[src/rtl/eq_gain_ramp_scheduler.sv]
// Gain ramp scheduler for the 3-band EQ: walks each band's applied gain toward its clamped target one code per update.
// Latency: request rises on the first sample strobe that sees a pending band; the accepted code lands on gain_o at the handshake edge.
// Backpressure: request, band and gain are held while upd_ready_i is low; strobes during a request are ignored and not counted.
module eq_gain_ramp_scheduler #(
  parameter int GAIN_WD      = 3,
  parameter int GAIN_MAX     = 5,
  parameter int HOLD_SAMPLES = 4,
  parameter int HOLD_WD      = 4
) (
  input  logic                     clk_i,
  input  logic                     rst_i,
  input  logic                     sample_en_i,
  input  logic [2:0][GAIN_WD-1:0]  target_gain_i,
  input  logic                     upd_ready_i,
  output logic                     upd_valid_o,
  output logic [1:0]               upd_band_o,
  output logic [GAIN_WD-1:0]       upd_gain_o,
  output logic [2:0][GAIN_WD-1:0]  gain_o,
  output logic                     busy_o
);

  typedef enum logic [1:0] {
    IDLE = 2'd0,
    REQ  = 2'd1,
    HOLD = 2'd2
  } state_t;

  localparam logic [GAIN_WD-1:0] GAIN_MAX_C = GAIN_WD'(GAIN_MAX);
  localparam logic [HOLD_WD-1:0] HOLD_LOAD  = HOLD_WD'(HOLD_SAMPLES);
  localparam logic [HOLD_WD-1:0] HOLD_ONE   = HOLD_WD'(1);

  state_t                    state_q, state_d;
  logic [2:0][GAIN_WD-1:0]   gain_q, gain_d;
  logic [2:0][GAIN_WD-1:0]   tgt;
  logic [2:0]                pending;
  logic [1:0]                band_q, band_d;
  logic [1:0]                rr_q, rr_d;
  logic [GAIN_WD-1:0]        ugain_q, ugain_d;
  logic [HOLD_WD-1:0]        hold_q, hold_d;
  logic [1:0]                cand0, cand1, cand2;
  logic [1:0]                win_band;
  logic                      win_found;
  logic [GAIN_WD-1:0]        win_step;
  logic                      handshake;

  // Band index successor over the three bands (2 wraps to 0).
  function automatic logic [1:0] next_band(input logic [1:0] b);
    return (b == 2'd2) ? 2'd0 : b + 2'd1;
  endfunction

  // Clamp each requested gain and flag bands whose applied gain differs from it.
  always_comb begin
    for (int b = 0; b < 3; b++) begin
      tgt[b]     = (target_gain_i[b] > GAIN_MAX_C) ? GAIN_MAX_C : target_gain_i[b];
      pending[b] = (gain_q[b] != tgt[b]);
    end
  end

  // Search order for the round-robin pick, starting at the pointer.
  assign cand0 = rr_q;
  assign cand1 = next_band(rr_q);
  assign cand2 = next_band(next_band(rr_q));

  // First pending band in search order, and the one-code step toward its target.
  always_comb begin
    win_found = 1'b0;
    win_band  = 2'd0;
    if (pending[cand2]) begin
      win_found = 1'b1;
      win_band  = cand2;
    end
    if (pending[cand1]) begin
      win_found = 1'b1;
      win_band  = cand1;
    end
    if (pending[cand0]) begin
      win_found = 1'b1;
      win_band  = cand0;
    end
    win_step = (tgt[win_band] > gain_q[win_band]) ? gain_q[win_band] + GAIN_WD'(1)
                                                  : gain_q[win_band] - GAIN_WD'(1);
  end

  assign handshake = (state_q == REQ) && upd_ready_i;

  // Next-state logic: latch a request on a strobe, commit on handshake, then pace by sample strobes.
  always_comb begin
    state_d = state_q;
    gain_d  = gain_q;
    band_d  = band_q;
    ugain_d = ugain_q;
    rr_d    = rr_q;
    hold_d  = hold_q;
    unique case (state_q)
      IDLE: begin
        if (sample_en_i && win_found) begin
          band_d  = win_band;
          ugain_d = win_step;
          state_d = REQ;
        end
      end
      REQ: begin
        if (handshake) begin
          gain_d[band_q] = ugain_q;
          rr_d           = next_band(band_q);
          if (HOLD_SAMPLES == 0) begin
            state_d = IDLE;
          end else begin
            hold_d  = HOLD_LOAD;
            state_d = HOLD;
          end
        end
      end
      HOLD: begin
        if (sample_en_i) begin
          if (hold_q <= HOLD_ONE) begin
            hold_d  = '0;
            state_d = IDLE;
          end else begin
            hold_d = hold_q - HOLD_ONE;
          end
        end
      end
      default: begin
        state_d = IDLE;
      end
    endcase
  end

  // State and datapath registers; reset drops any outstanding request without committing it.
  always_ff @(posedge clk_i or posedge rst_i) begin
    if (rst_i) begin
      state_q <= IDLE;
      gain_q  <= '0;
      band_q  <= 2'd0;
      ugain_q <= '0;
      rr_q    <= 2'd0;
      hold_q  <= '0;
    end else begin
      state_q <= state_d;
      gain_q  <= gain_d;
      band_q  <= band_d;
      ugain_q <= ugain_d;
      rr_q    <= rr_d;
      hold_q  <= hold_d;
    end
  end

  assign upd_valid_o = (state_q == REQ);
  assign upd_band_o  = band_q;
  assign upd_gain_o  = ugain_q;
  assign gain_o      = gain_q;
  assign busy_o      = (state_q != IDLE) || (|pending);

endmodule

[config.mk]
export PLATFORM = sky130hd
export DESIGN_NAME = eq_gain_ramp_scheduler
export DESIGN_NICKNAME = d
export VERILOG_FILES = /design/src/rtl/eq_gain_ramp_scheduler.sv
export SDC_FILE = /design/constraint.sdc
export NUM_CORES = 1
export LEC_CHECK = 0
export ABC_AREA = 1
export CAP_MARGIN = 20
export CORE_MARGIN = 2
export CORE_UTILIZATION = 55
export DETAILED_ROUTE_END_ITERATION = 10
export GPL_TIMING_DRIVEN = 0
export PLACE_DENSITY = 0.93
export SETUP_SLACK_MARGIN = 0.1
export SYNTH_ARGS = -nofsm -noshare
export SYNTH_HDL_FRONTEND = slang
export SYNTH_SLANG_ARGS = --single-unit
[constraint.sdc]
create_clock -name clk_i -period 7.2 [get_ports clk_i]
set_input_delay 1.44 -clock clk_i [delete_from_list [all_inputs] [get_ports clk_i]]
set_output_delay 1.44 -clock clk_i [all_outputs]
set_load 0.1 [all_outputs]
==> qor.txt <==
Row cnt -> 20
Critical path class -> primary input to output port
Share of layout cells above drive strength 1 -> 13.09%
Clock tree root buffer cell -> clkbuf_4
Endpoints failing setup -> 0
Max_cap viols -> 0
Starting Density -> 56.67%
Achievable Freq -> 195.8 MHz
Most frequent CP cell -> nand2_1
Worst Hold Class -> flop to flop
Synth Area per Inst -> 7.003 µm²
YS warnings -> 0
Area Growth Syn to Fin -> 21.99%
Per-cell routed wire length -> 13.10 µm
Delay-heaviest family, CP -> buffers and inverters
Mapped Area -> 1702 µm²
Post-Route Setup TNS -> 0 ns
CTS Hold Bufs -> 0
DP Wirelength -> 3.222 mm
CP endpoint kind -> output port
Post-synth EDFFs -> 0
Worst path required time -> 5.76 ns
Crit path from -> target_gain_i[5]
CP Launch Type -> primary input
Initial antenna violation count -> 0
Num CTS Buffers -> 3
I/O Pins -> 29
Core area -> 3003 µm²
WP buf/inv -> 4
Async S/R FF share, synth -> 100.0%
CTS tree -> built
Critical path's slowest cell -> clkdlybuf4s50_1
Total track usage -> 24.79%
Final Max Slew Viols -> 0
Crit Path Max Fanout -> 4
Post-CTS Setup Repair Bufs -> 0
Largest net degree at the start of global routing -> 23
GRT overflow -> 0
Clk_skew -> 0.007529 ns
Slowest stage delay, CP -> 1.13 ns
First-pass GRT wire length -> 6.762 mm
Fin. Hold Viols -> 0
Clock Sinks -> 22
Final Cycle Share -> 70.95%
Cell variety after synth -> 29
Die H -> 59.62 µm
Vias/cell -> 5.490
RSZ-0062 raised after global routing -> false
Critical path arrival -> 3.67 ns
Routed wire length -> 4.035 mm
DRT Pass-1 Iters -> 4
Register area share after synthesis -> 32.35%
Ys flop type -> dfrtp_1
Critical Path, Cell by Cell -> clkdlybuf4s50_1 > inv_2 > nand2_1 > nand2_1 > nand3_1 > inv_1 > nand2_1 > nor2_1 > nand3_1 > clkdlybuf4s50_1
Total Die Area -> 3555 µm²
RePlAce Congestion -> 0.8356
Net total in the final layout -> 294
Iter 0 DRT Violations -> 127
Reg clk slew, reported paths -> 0.12 ns
Min Clock Period, post-route -> 5.108 ns
Die W -> 59.62 µm
RR Startpoint -> gain_o[6]
Clk Latency, worst-skew pair -> 0.31 ns
Worst slew pin tran -> 0.9746 ns
Antenna cells -> 0
Slew HR -> 34.83%
CTS max path bufs -> 2
Mapped Nets -> 261
Drt drc -> 0
Post-cts resize count -> 0
Vias post-DR -> 1691
FF+latch count, synth -> 22
Routed Antenna Nets -> 0
Status -> finished, final reports clean
Vias in the first global route -> 1551
Port-buffer cells -> 28
# H-tree levels -> 1
Startpoint of the worst hold path -> hold_q[2]
Post-synthesis instance total -> 243
[path summary, 6_finish.rpt]
check	slack, ns	cells after the start	to
worst max-delay path	2.09	10	busy_o
worst min-delay path	0.53	1	hold_q[2]
worst max register to register	3.73	29	upd_gain_o[2]
worst min register to register	0.53	1	hold_q[2]
max in group asynchronous	5.14	2	cand0[1]
min in group asynchronous	1.56	2	gain_o[8]
[metrics by stage]
| stage | cells | util, % | worst slack [ns] | instance area [µm²] | hold WS (ns) |
|---|---|---|---|---|---|
| after global routing | 308 | 69.13 | 1.986 | 2076 | 0.5674 |
| after CTS | 308 | 69.13 | 2.088 | 2076 | 0.5263 |
| after detailed placement | 304 | 67.38 | 2.096 | 2023 | 0.5092 |
| final | 308 | 69.13 | 2.092 | 2076 | 0.5330 |
| after floorplan | 243 | - | 3.073 | 1702 | 0.4742 |
| after global placement | 304 | 67.38 | 2.103 | 2023 | 0.5008 |
[cell usage in the layout (no fill, tap or decap), types with 4 or more instances in the layout]
master           netlist  final
inv_1                 35     35
nand2_2                9      9
clkdlybuf4s50_1        0     28
nand2_4                5      5
nand3_1               18     18
ha_1                   5      5
nor2_1                12     12
dfrtp_1               22     22
nand2_1               69     69
o21ai_0               21     21
a21oi_1               10     10
inv_2                  5      5
o21ai_1                4      4
[registers in the layout, summed over array words and instances, names as in the netlist]
name / count
cand0: 2
gain_o: 9
state_q: 2
hold_q: 4
upd_gain_o: 3
upd_band_o: 2
[layout make-up]
type                            instances  area, µm²
Buffer                                  1      11.26
Clock buffer                            3      22.52
Clock inverter                          1      30.03
Fill cell                             250      927.1
Inverter                               40      150.1
Multi-Input combinational cell        180      989.7
Sequential cell                        22      550.5
Tap cell                               33      41.29
Timing Repair Buffer                   28      280.3
[Yosys cell counts (4+ instances only)]
cell	instances	area [µm²]
inv_1	35	131.4
a21oi_1	10	50.05
dfrtp_1	22	550.5
ha_1	5	62.56
inv_2	5	18.77
o21ai_1	4	20.02
nand2_1	69	259.0
nand2_4	5	56.30
nor2_1	12	45.04
nand2_2	9	56.30
o21ai_0	21	105.1
nand3_1	18	90.09
[per-layer routing]
metal	wire length [µm]	track usage (%)
met1	1813	34.26
met2	1901	41.60
met3	257	2.402
met4	63	6.667
met5	0	0
[logic make-up (layout without fill, tap and decap cells)]
group                      count (synthesis)  in the layout  synth area share (%)
and+or+nand+nor                          127            127                 37.06
AOI/OAI and AO/OA                         44             44                 15.29
buffers and inverters                     41             73                 9.486
DFF                                       22             22                 32.35
adders and majority gates                  5              5                 3.676
xor gates and xnor gates                   3              3                 1.544
muxes                                      1              1                0.5883
[worst reg2reg max path, delay by kind of cell (launching register included)]
family                     cells  cell delay [ns]
adders and majority gates      2             0.51
and+or+nand+nor               18             1.46
buffers and inverters          5             0.45
AOI/OAI and AO/OA              4             0.50
DFF                            1             0.45
Power is left out: the tool's default activity adds up to more than one toggle a clock period on the data nets, which glitch-free logic cannot reach.
